[src/rtl/uart_pkg.sv]
// Shared UART definitions: receiver state encodings and baud divider helper.
package uart_pkg;

    typedef enum logic [2:0] {
        IDLE  = 3'd0,
        START = 3'd1,
        DATA  = 3'd2,
        STOP  = 3'd3,
        BREAK = 3'd4
    } uart_state_e;

    // Integer clock cycles per serial bit; shared with the transmitter.
    function automatic int cycles_per_bit(input int clk_freq, input int baud);
        return clk_freq / baud;
    endfunction

endpackage

[src/rtl/uart_rx_if.sv]
// Byte delivery interface between the UART receiver and the fabric.
interface uart_rx_if;
    logic [7:0] rx_data;
    logic       rx_valid;
    logic       rx_ready;
    logic       frame_err;
    logic       overrun_err;

    modport master (
        output rx_data, rx_valid, frame_err, overrun_err,
        input  rx_ready
    );

    modport slave (
        input  rx_data, rx_valid, frame_err, overrun_err,
        output rx_ready
    );
endinterface

[src/rtl/uart_sync2.sv]
// Two-flop synchroniser for an asynchronous single-bit input.
module uart_sync2 #(
    parameter logic RST_VAL = 1'b1
) (
    input  logic clk,
    input  logic rst_n,
    input  logic d,
    output logic q
);
    logic meta;

    // Metastability filter: d -> meta -> q
    always_ff @(posedge clk or negedge rst_n) begin
        if (!rst_n) begin
            meta <= RST_VAL;
            q    <= RST_VAL;
        end else begin
            meta <= d;
            q    <= meta;
        end
    end
endmodule

[src/rtl/uart_rx.sv]
// 8N1 UART receiver: mid-bit sampling, valid/ready delivery, framing/overrun pulses.
module uart_rx
    import uart_pkg::*;
#(
    parameter int CLK_FREQ  = 50_000_000,
    parameter int BAUD_RATE = 115200
) (
    input  logic     clk,
    input  logic     rst_n,
    input  logic     rx,
    uart_rx_if.master bus
);
    localparam int CYCLES_PER_BIT = cycles_per_bit(CLK_FREQ, BAUD_RATE);
    localparam int HALF_BIT       = CYCLES_PER_BIT / 2;
    localparam int COUNTER_WIDTH  = $clog2(CYCLES_PER_BIT);
    localparam logic [COUNTER_WIDTH-1:0] CNT_LAST = COUNTER_WIDTH'(CYCLES_PER_BIT - 1);
    localparam logic [COUNTER_WIDTH-1:0] CNT_HALF = COUNTER_WIDTH'(HALF_BIT - 1);

    logic                     rx_s;
    uart_state_e              state, state_nxt;
    logic [COUNTER_WIDTH-1:0] cnt;
    logic [2:0]               bit_idx;
    logic [7:0]               shift;
    logic [1:0]               settle;
    logic                     shift_en, stop_ok, stop_bad;
    logic                     deliver_pend;
    logic [7:0]               data_q;
    logic                     valid_q, ferr_q, oerr_q;

    uart_sync2 #(.RST_VAL(1'b1)) u_sync (
        .clk   (clk),
        .rst_n (rst_n),
        .d     (rx),
        .q     (rx_s)
    );

    // State register
    always_ff @(posedge clk or negedge rst_n) begin
        if (!rst_n) state <= BREAK;
        else        state <= state_nxt;
    end

    // Next-state decode and sample strobes
    always_comb begin
        state_nxt = state;
        shift_en  = 1'b0;
        stop_ok   = 1'b0;
        stop_bad  = 1'b0;
        case (state)
            IDLE:  if (!rx_s) state_nxt = START;
            START: if (cnt == CNT_HALF) state_nxt = rx_s ? IDLE : DATA;
            DATA: begin
                if (cnt == CNT_LAST) begin
                    shift_en = 1'b1;
                    if (bit_idx == 3'd7) state_nxt = STOP;
                end
            end
            STOP: begin
                if (cnt == CNT_LAST) begin
                    if (rx_s) begin
                        stop_ok   = 1'b1;
                        state_nxt = IDLE;
                    end else begin
                        stop_bad  = 1'b1;
                        state_nxt = BREAK;
                    end
                end
            end
            // The synchroniser resets to 1, so rx_s reads high for two cycles
            // after reset regardless of the line; leaving BREAK waits until that
            // reset value has been flushed so a held-low line is not mistaken
            // for idle followed by a start bit.
            BREAK: if (rx_s && settle == 2'd2) state_nxt = IDLE;
            default: state_nxt = BREAK;
        endcase
    end

    // Bit-time counter, bit index, shift register and post-reset settle count
    always_ff @(posedge clk or negedge rst_n) begin
        if (!rst_n) begin
            cnt     <= '0;
            bit_idx <= 3'd0;
            shift   <= 8'h00;
            settle  <= 2'd0;
        end else begin
            if (state_nxt != state || shift_en) cnt <= '0;
            else                                cnt <= cnt + 1'b1;
            if (state == START)  bit_idx <= 3'd0;
            else if (shift_en)   bit_idx <= bit_idx + 3'd1;
            if (shift_en)        shift   <= {rx_s, shift[7:1]};
            if (settle != 2'd2)  settle  <= settle + 2'd1;
        end
    end

    // Output register: deliver, hold for handshake, or flag overrun
    always_ff @(posedge clk or negedge rst_n) begin
        if (!rst_n) begin
            deliver_pend <= 1'b0;
            data_q       <= 8'h00;
            valid_q      <= 1'b0;
            ferr_q       <= 1'b0;
            oerr_q       <= 1'b0;
        end else begin
            deliver_pend <= stop_ok;
            ferr_q       <= stop_bad;
            oerr_q       <= 1'b0;
            if (deliver_pend) begin
                if (!valid_q || bus.rx_ready) begin
                    data_q  <= shift;
                    valid_q <= 1'b1;
                end else begin
                    oerr_q  <= 1'b1;
                end
            end else if (valid_q && bus.rx_ready) begin
                valid_q <= 1'b0;
            end
        end
    end

    assign bus.rx_data     = data_q;
    assign bus.rx_valid    = valid_q;
    assign bus.frame_err   = ferr_q;
    assign bus.overrun_err = oerr_q;
endmodule

[src/flat_wrapper.sv]
// flat-port wrapper written by rule: the top's interface ports become plain ports
module uart_rx_flat import uart_pkg::*;
#(
    parameter int CLK_FREQ  = 50_000_000,
    parameter int BAUD_RATE = 115200
)
  (clk, rst_n, rx, bus_rx_data, bus_rx_valid, bus_frame_err, bus_overrun_err, bus_rx_ready);
  uart_rx_if bus_i ();
  input  logic clk;
  input  logic rst_n;
  input  logic rx;
  output wire logic [$bits(bus_i.rx_data)-1:0] bus_rx_data;
  output wire logic [$bits(bus_i.rx_valid)-1:0] bus_rx_valid;
  output wire logic [$bits(bus_i.frame_err)-1:0] bus_frame_err;
  output wire logic [$bits(bus_i.overrun_err)-1:0] bus_overrun_err;
  input wire logic [$bits(bus_i.rx_ready)-1:0] bus_rx_ready;
  assign bus_rx_data = bus_i.rx_data;
  assign bus_rx_valid = bus_i.rx_valid;
  assign bus_frame_err = bus_i.frame_err;
  assign bus_overrun_err = bus_i.overrun_err;
  assign bus_i.rx_ready = bus_rx_ready;
  uart_rx #(.CLK_FREQ(CLK_FREQ), .BAUD_RATE(BAUD_RATE)) u_core (.clk(clk), .rst_n(rst_n), .rx(rx), .bus(bus_i));
endmodule
[config.mk]
export PLATFORM = sky130hd
export DESIGN_NAME = uart_rx_flat
export DESIGN_NICKNAME = d
export VERILOG_FILES = /design/src/rtl/uart_pkg.sv /design/src/rtl/uart_rx_if.sv /design/src/rtl/uart_sync2.sv /design/src/rtl/uart_rx.sv /design/src/flat_wrapper.sv
export SDC_FILE = /design/constraint.sdc
export NUM_CORES = 1
export LEC_CHECK = 0
export BUFFER_PORTS_ARGS = -buffer_cell sky130_fd_sc_hd__clkbuf_2
export CAP_MARGIN = 20
export CELL_PAD_IN_SITES_DETAIL_PLACEMENT = 1
export CELL_PAD_IN_SITES_GLOBAL_PLACEMENT = 1
export CORE_MARGIN = 2
export CORE_UTILIZATION = 40
export CTS_BUF_LIST = sky130_fd_sc_hd__clkbuf_2 sky130_fd_sc_hd__clkbuf_4 sky130_fd_sc_hd__clkbuf_8
export DETAILED_ROUTE_END_ITERATION = 6
export GPL_TIMING_DRIVEN = 0
export PLACE_DENSITY = 0.72
export SETUP_SLACK_MARGIN = 0.5
export SYNTH_ARGS = -nofsm -noshare
export SYNTH_HDL_FRONTEND = slang
export SYNTH_SLANG_ARGS = --single-unit
[constraint.sdc]
create_clock -name clk -period 2.5 [get_ports clk]
set_input_delay 0.25 -clock clk [delete_from_list [all_inputs] [get_ports clk]]
set_output_delay 0.25 -clock clk [all_outputs]
set_load 0.1 [all_outputs]
==> run summary, run 1 <==
Summed over all cells, the static leakage comes to 0.999 nW. The number of clock buffers added by TritonCTS is 5. The cell area after synthesis was 1690 sq um; the relative slew slack was 0.374. The most used flip-flop cell after synthesis is sky130_fd_sc_hd__dfrtp_1. The final setup violation count is 0. Highest-delay cell along the critical path: sky130_fd_sc_hd__or4b_1.

Once detail routing completed, the nets flagged for antenna violations numbered 0. At the end of routability-driven placement, the weighted congestion stood at 0.791. The tools report the largest net degree at the start of global routing as 40. Dividing the detail-routed wire length by the instance count gives 14.7 um. The chip width came out at 68.9 um. The run gives 1141 as the number of vias after detailed routing.

Across the VDD grid, the largest voltage drop is 0.000267 V. The tools report the total wirelength of the detailed-routed design as 3.21 mm. The path class of the tightest hold or removal check is in -> reg. Family with the most delay on the worst path: simple AND/OR/NAND/NOR gates.

For the count of unresolved DRC violations after routing, the log shows 0. For the sequential-to-total area share from yosys stat, the log shows 0.581. Synthesis inferred 39 register bits. STA classifies the critical path startpoint as a flip-flop. The minimum clock period after layout is 2.21 ns, and the global-route congestion overflow total is 0.

The logs give 0.507 for the utilization of the core after routing and 0.418 for the effective utilization at floorplan. The number of nets in the layout was 177; the count of endpoints failing hold in the final timing report was 0. The largest single stage delay on the critical path is 0.42 ns.

The global-route usage over all layers is 0.162. The hold slack was 0.0350 ns; the via count of the first global-routing pass was 1186. The number of warnings printed during yosys synthesis is 0. The cell at the root of the clock tree is sky130_fd_sc_hd__clkbuf_8. The worst register-to-register path has a depth of 8. Dividing the detail-routed via count by the number of cells gives 5.23.

The critical path buffer and inverter count came out at 3. The area added between synthesis and finish came out at 21.1%. The die boundary height came out at 68.9 um.

After synthesis, the mean cell area works out to 12.2 sq um. The critical path is of the reg -> reg type. Counting flops with a built-in enable in the synthesized netlist gives 0.

The tools report the end point of the worst hold path as u_core.u_sync.meta$_DFF_PN1_. The setup slack on the worst flop-to-flop path came out at 0.29 ns. The worst register-to-register path begins at u_core.cnt[1]$_DFF_PN0_. The pre-antenna-repair detailed-routing pass consisted of 4 iterations. The measured slew at the worst slew-check pin is 0.939 ns, and the row count is 23. Counting every instance in the synthesized netlist gives 138. The count of pins over their slew limit was 0; the floorplan die area was 4750 sq um. The number of antenna cells inserted came out at 0. Data arrives at the worst endpoint at 2.36 ns. The first-pass GRT wire length came out at 5.42 mm. Leaving out fill and tap cells, the most frequent cells in the layout are 36 x sky130_fd_sc_hd__dfrtp_1, 16 x sky130_fd_sc_hd__mux2_2, 14 x sky130_fd_sc_hd__clkbuf_2.

Across the routed clock network, the largest skew measured is 0.00328 ns. The worst hold path startpoint was rx. The run gives 0 as the initial antenna violation count. Share of cells above drive strength 1: 0.363. Fraction of registers with async set/reset: 1.00.

Most frequent standard cell in the layout excluding fill and tap cells: sky130_fd_sc_hd__dfrtp_1. The number of hold buffers added after CTS was 0. The cell depth of the worst hold path works out to 1.

The critical path starts at u_core.cnt[1]$_DFF_PN0_. Traced cell by cell, the critical path runs through inv_2, ha_4, or4b_1, or3_4, a222oi_1, buf_4, buf_6, nor3_1. 15 I/O pins were placed. The region available for standard cell placement spans 4030 sq um. The clock reaches the later pin of the worst-skew pair after 0.29 ns. The clock-pin slew on the worst setup and hold paths works out to 0.08 ns.

The tools report the number of unique standard cell types used by synthesis as 31. Detailed placement ended at an HPWL of 2.16 mm. Clock tree synthesis found a total of 39 sinks.

For the number of nets produced by synthesis, the log shows 148. The tools report the worst flop-to-flop path endpoint as u_core.cnt[2]$_DFF_PN0_. The H-tree was split into 2 levels.

STA classifies the critical path endpoint as a flip-flop. The power per cell area works out to 574 nW/um^2. The tools report the initial detailed-routing violation count as 38. The number of buffers inserted by port buffering came out at 14. Final clock period utilization by the worst path: 0.883. Summed over all failing endpoints, the final setup total negative slack is 0 ns.

The tools report the highest clock rate as 0.453 GHz. Setup repair after global routing could not meet its margin everywhere. The max-cap check violation count was 0; the maximum net fanout on the critical path was 5.

TritonCTS built the clock tree. STA puts the critical path data required time at 2.65 ns. The flow ran to the end, and the final reports show no timing, DRC or antenna violations. The clock passes through at most 2 buffers.
## sequential cells by signal, summed over array words and instances (netlist names)
name,count
u_core.cnt,9
u_core.bus.rx_data,8
u_core.shift,8
u_core.bit_idx,3
u_core.state,3
u_core.settle,2
u_core.bus.frame_err,1
u_core.bus.overrun_err,1
u_core.bus.rx_valid,1
u_core.deliver_pend,1
u_core.u_sync.meta,1
u_core.u_sync.q,1
## synthesized netlist by cell type (2+ instances only)
library cell,instances,share of area
sky130_fd_sc_hd__a21oi_1,3,0.0089
sky130_fd_sc_hd__dfrtp_1,36,0.53
sky130_fd_sc_hd__dfstp_2,3,0.047
sky130_fd_sc_hd__ha_1,6,0.045
sky130_fd_sc_hd__inv_1,6,0.013
sky130_fd_sc_hd__mux2_2,16,0.11
sky130_fd_sc_hd__mux2i_1,2,0.012
sky130_fd_sc_hd__nand2_1,10,0.022
sky130_fd_sc_hd__nand3_1,4,0.012
sky130_fd_sc_hd__nand4_1,2,0.0074
sky130_fd_sc_hd__nor2_1,9,0.020
sky130_fd_sc_hd__nor2b_1,2,0.0074
sky130_fd_sc_hd__nor3_1,12,0.036
sky130_fd_sc_hd__nor3b_1,2,0.0089
sky130_fd_sc_hd__o21ai_0,2,0.0059
sky130_fd_sc_hd__xnor2_1,6,0.031
sky130_fd_sc_hd__xor2_1,3,0.016
## area by class of cell
| cell class | count | area, sq um |
|---|---|---|
| Fill cell | 430 | 1990 |
| Clock buffer | 5 | 68.8 |
| Clock inverter | 3 | 43.8 |
| Buffer | 2 | 22.5 |
| Tap cell | 50 | 62.6 |
| Timing Repair Buffer | 22 | 134 |
| Sequential cell | 39 | 980 |
| Inverter | 6 | 22.5 |
| Multi-Input combinational cell | 91 | 707 |
## worst max path at each step
stage / end / slack [ns] / depth (start not counted)
after detailed placement: u_core.cnt[2]$_DFF_PN0_ / 0.28 / 7
after CTS: u_core.cnt[2]$_DFF_PN0_ / 0.30 / 8
final: u_core.cnt[2]$_DFF_PN0_ / 0.29 / 8
after global routing: u_core.cnt[2]$_DFF_PN0_ / 0.18 / 8
after global placement: u_core.cnt[2]$_DFF_PN0_ / 0.30 / 7
after floorplan: u_core.cnt[2]$_DFF_PN0_ / 0.47 / 7
## cells by family (layout without fill, tap and decap cells)
logic type	after synthesis	count (layout)	synth area share
adder cells (fa/ha/maj)	6	6	0.0445
AND/OR/NAND/NOR	49	49	0.152
AO/OA/AOI/OAI	9	9	0.0364
flip-flops	39	39	0.581
multiplexers	18	18	0.119
XOR/XNOR	9	9	0.0468
buffers and inverters	8	38	0.0200
## metal layers
| metal | GRT usage | part of all wire |
|---|---|---|
| met1 | 0.189 | 0.43 |
| met2 | 0.281 | 0.50 |
| met3 | 0.0536 | 0.050 |
| met4 | 0.0490 | 0.014 |
| met5 | 0 | 0 |
## what timing repair did
| action | 4_1_cts | 5_1_grt |
|---|---|---|
| cloned | 1 | 0 |
| hold endpoints to repair | 0 | 0 |
| setup buffers | 5 | 2 |
| pin swaps | 3 | 5 |
| gates resized for setup | 10 | 8 |
| setup endpoints to repair | 17 | 18 |
## stage by stage
| step | cells | setup WS (ns) | power, mW | cell area, sq um |
|---|---|---|---|---|
| 4_1_cts | 216 | 0.296 | 1.19 | 2000 |
| 5_1_grt | 218 | 0.179 | 1.22 | 2040 |
| 2_1_floorplan | 138 | 0.472 | 0.648 | 1690 |
| 6_report | 218 | 0.292 | 1.17 | 2040 |
| 3_3_place_gp | 202 | 0.299 | 0.663 | 1820 |
| 3_5_place_dp | 202 | 0.276 | 0.663 | 1820 |
## where the power goes
| part | internal [mW] | total (mW) | leakage [nW] | switching, mW |
|---|---|---|---|---|
| clock network | 0.297 | 0.521 | 0.0581 | 0.224 |
| logic | 0.00228 | 0.0147 | 0.426 | 0.0125 |
| registers | 0.633 | 0.635 | 0.514 | 0.00197 |
| total | 0.933 | 1.17 | 0.999 | 0.238 |
Power figures use the tool's default switching activity.
==> run 2: changes to the inputs <==
PLACE_DENSITY = 0.76   (was 0.72)
==> run 2 against run 1 <==
- sequential power about the same
- design area decreased by 2.5%
- register-to-register slack improved by 0.03 ns
- via count decreased by 2.5%
- clock skew increased by 0.0019 ns
- critical path type unchanged
==> run summary, run 2 (synthesized netlist as in run 1, its figures left out) <==
The final total negative setup slack was 0 ns (unchanged). The register with the highest flop count was u_core.cnt (unchanged). The initial detailed-routing violation count came out at 33 (was 38).

TritonCTS built the clock tree. Worst hold path class: in -> reg (unchanged). The via count of the first global-routing pass is 1153 (was 1186), and the total internal power is 0.933 mW (about the same). The number of placed cells counting well taps was 202 (unchanged); the number of flip-flops in the largest register was 9 (unchanged). The data required time of the critical path came out at 2.64 ns (was 2.65 ns). For the placer's final routability congestion estimate, the log shows 0.723 (was 0.791). The run gives 0 (unchanged) as the number of antenna cells inserted. The area added between synthesis and finish is 18.0% (was 21.1%), and the maximum net fanout on the critical path is 5 (unchanged). The post-detailed-route count of antenna-violating nets came out at 0 (unchanged). Chip width: 68.9 um (unchanged).

The clock skew came out at 0.00522 ns (was 0.00328 ns). For the total wirelength of the detailed-routed design, the log shows 3.32 mm (was 3.21 mm). First-pass detailed-route iteration total: 4 (unchanged). For the row count, the log shows 23 (unchanged). For the count of unresolved DRC violations after routing, the log shows 0 (unchanged). The tools report the initial antenna violation count as 0 (unchanged).

The run gives 0.000235 V (was 0.000267 V) as the largest vdd supply drop. Critical path's largest stage delay: 0.42 ns (about the same). The critical path launch point type was a flip-flop (unchanged).

The post-detailed-route via-to-cell ratio was 5.20 (was 5.23). The number of buffers inserted during clock tree synthesis came out at 5 (unchanged). For the number of vias after detailed routing, the log shows 1113 (was 1141). The most frequent standard cell in the layout excluding fill and tap cells is sky130_fd_sc_hd__dfrtp_1 (unchanged).

The final setup violation count is 0 (unchanged). For the half-perimeter wire length of the detailed placement result, the log shows 2.20 mm (was 2.16 mm). The highest clock rate is 0.459 GHz (was 0.453 GHz). Cell area reported after detailed placement: 1820 sq um (unchanged). The highest-delay cell along the critical path was sky130_fd_sc_hd__or4b_1 (unchanged). The cell at the root of the clock tree was sky130_fd_sc_hd__clkbuf_8 (unchanged). The number of buffers inserted by port buffering was 14 (unchanged). Buffer depth of the longest clock path: 2 (unchanged). The first-pass GRT wire length is 5.37 mm (was 5.42 mm). The run gives 4030 sq um (unchanged) as the core area. Setup repair after global routing could not meet its margin everywhere. The tools report the global-route usage over all layers as 0.158 (was 0.162). The tools report the number of nets in the layout as 173 (was 177). The effective utilization at floorplan was 0.418 (unchanged). Worst-skew pair later-pin latency: 0.29 ns (about the same). Startpoint-to-endpoint class of the critical path: reg -> reg (unchanged). The number of ports placed on the die boundary was 15 (unchanged). Nature of the critical path endpoint: a flip-flop (unchanged).

The measured slew at the worst slew-check pin works out to 0.952 ns (was 0.939 ns). The final clock period utilization by the worst path is 0.872 (was 0.883), and the sequential cell fraction of total power is 0.543 (about the same). The run gives 0.013 (about the same) as the part of the total power dissipated in combinational logic. The fraction of power spent switching nets is 0.203 (about the same), and the net switching power figure is 0.238 mW (about the same). The run gives 0.445 (about the same) as the clock network fraction of design power. Relative slew slack: 0.365 (was 0.374).

The clock-pin slew on the worst setup and hold paths is 0.08 ns (about the same). The run gives 0 (unchanged) as the max-cap check violation count. The number of clock sinks was 39 (unchanged); the count of endpoints failing hold in the final timing report was 0 (unchanged).

The tools report the data arrival time at the worst-slack endpoint as 2.32 ns (was 2.36 ns). For the static power due to leakage, the log shows 0.975 nW (was 0.999 nW). The count of pins over their slew limit was 0 (unchanged); the power per cell area was 589 nW/um^2 (was 574 nW/um^2). The share of cells above drive strength 1 was 0.335 (was 0.363); the number of cells in the finished layout apart from fillers was 214 (was 218).

The largest net degree at the start of global routing was 40 (unchanged); the minimum clock period after layout was 2.18 ns (was 2.21 ns). The run gives 2 (unchanged) as the H-tree depth. Global-route congestion overflow total: 0 (unchanged). The cell area after layout was 1990 sq um (was 2040 sq um); the post-detailed-route wirelength per cell was 15.5 um (was 14.7 um). Commonest cells after routing, fill and taps aside: 36 x sky130_fd_sc_hd__dfrtp_1, 16 x sky130_fd_sc_hd__mux2_2, 15 x sky130_fd_sc_hd__clkbuf_2 (was 36 x sky130_fd_sc_hd__dfrtp_1, 16 x sky130_fd_sc_hd__mux2_2, 14 x sky130_fd_sc_hd__clkbuf_2).

The run finished with clean final reports. The floorplan die area is 4750 sq um (unchanged). Worst path cell trace: inv_2, ha_4, or4b_1, or3_4, a222oi_1, buf_4, nor3_1 (was inv_2, ha_4, or4b_1, or3_4, a222oi_1, buf_4, buf_6, nor3_1). The die boundary height works out to 68.9 um (unchanged). The total of hold buffers inserted after clock tree synthesis came out at 0 (unchanged). The run gives 0.0396 ns (was 0.0350 ns) as the hold slack.
==> run 2: through the flow <==
step | utilization | setup WS [ns] | power (mW)
final | 0.494 | 0.320 | 1.17
after CTS | 0.488 | 0.279 | 1.19
after floorplan | - | 0.472 | 0.648
after detailed placement | 0.451 | 0.295 | 0.664
after global routing | 0.494 | 0.226 | 1.22
after global placement | 0.451 | 0.303 | 0.663
==> run 2: layout make-up <==
type | instances | area (sq um)
Clock buffer | 5 | 68.8
Multi-Input combinational cell | 91 | 699
Timing Repair Buffer | 18 | 100
Buffer | 2 | 12.5
Clock inverter | 3 | 43.8
Sequential cell | 39 | 980
Fill cell | 437 | 2040
Inverter | 6 | 22.5
Tap cell | 50 | 62.6
==> run 2: worst max-delay path: cells and delay by family, from the launching register on <==
kind	cells	cell delay (ns)
AO/OA/AOI/OAI	1	0.39
adder cells (fa/ha/maj)	1	0.12
buffers and inverters	2	0.30
flip-flops	1	0.40
AND/OR/NAND/NOR	3	0.82
==> run 2: final timing paths <==
| path | cells after the start | startpoint | slack, ns | end |
|---|---|---|---|---|
| max | 7 | u_core.cnt[0]$_DFF_PN0_ | 0.32 | u_core.cnt[8]$_DFF_PN0_ |
| min | 1 | rx | 0.04 | u_core.u_sync.meta$_DFF_PN1_ |
| max reg2reg | 7 | u_core.cnt[0]$_DFF_PN0_ | 0.32 | u_core.cnt[8]$_DFF_PN0_ |
| min reg2reg | 0 | u_core.u_sync.meta$_DFF_PN1_ | 0.36 | u_core.u_sync.q$_DFF_PN1_ |
| max in group asynchronous | 1 | rst_n | 1.82 | u_core.bus.rx_data[7]$_DFFE_PN0P_ |
| min in group asynchronous | 1 | rst_n | 0.10 | u_core.cnt[3]$_DFF_PN0_ |
==> run 2: timing repair <==
item / in CTS / in global routing
pin swaps: 2 / 2
setup endpoints to repair: 19 / 10
cloned: 1 / 0
gates resized for setup: 3 / 7
setup buffers: 3 / 0
==> run 2: power groups by stage <==
stage | sequential [mW] | combinational [mW] | clock (mW)
floorplan | 0.647 | 0.00113 | 0
global placement | 0.648 | 0.0154 | 0
detailed placement | 0.648 | 0.0162 | 0
CTS | 0.635 | 0.0162 | 0.536
global route | 0.636 | 0.0179 | 0.562
finish | 0.635 | 0.0150 | 0.521
==> run 2: metal layers <==
layer,share of wire,routed length (um),global-route usage,vias up
li1,-,-,-,532
met3,0.032,106,0.0341,6
met4,0.017,55,0.0809,0
met1,0.44,1460,0.180,552
met2,0.51,1700,0.278,23
met5,0,0,0,-
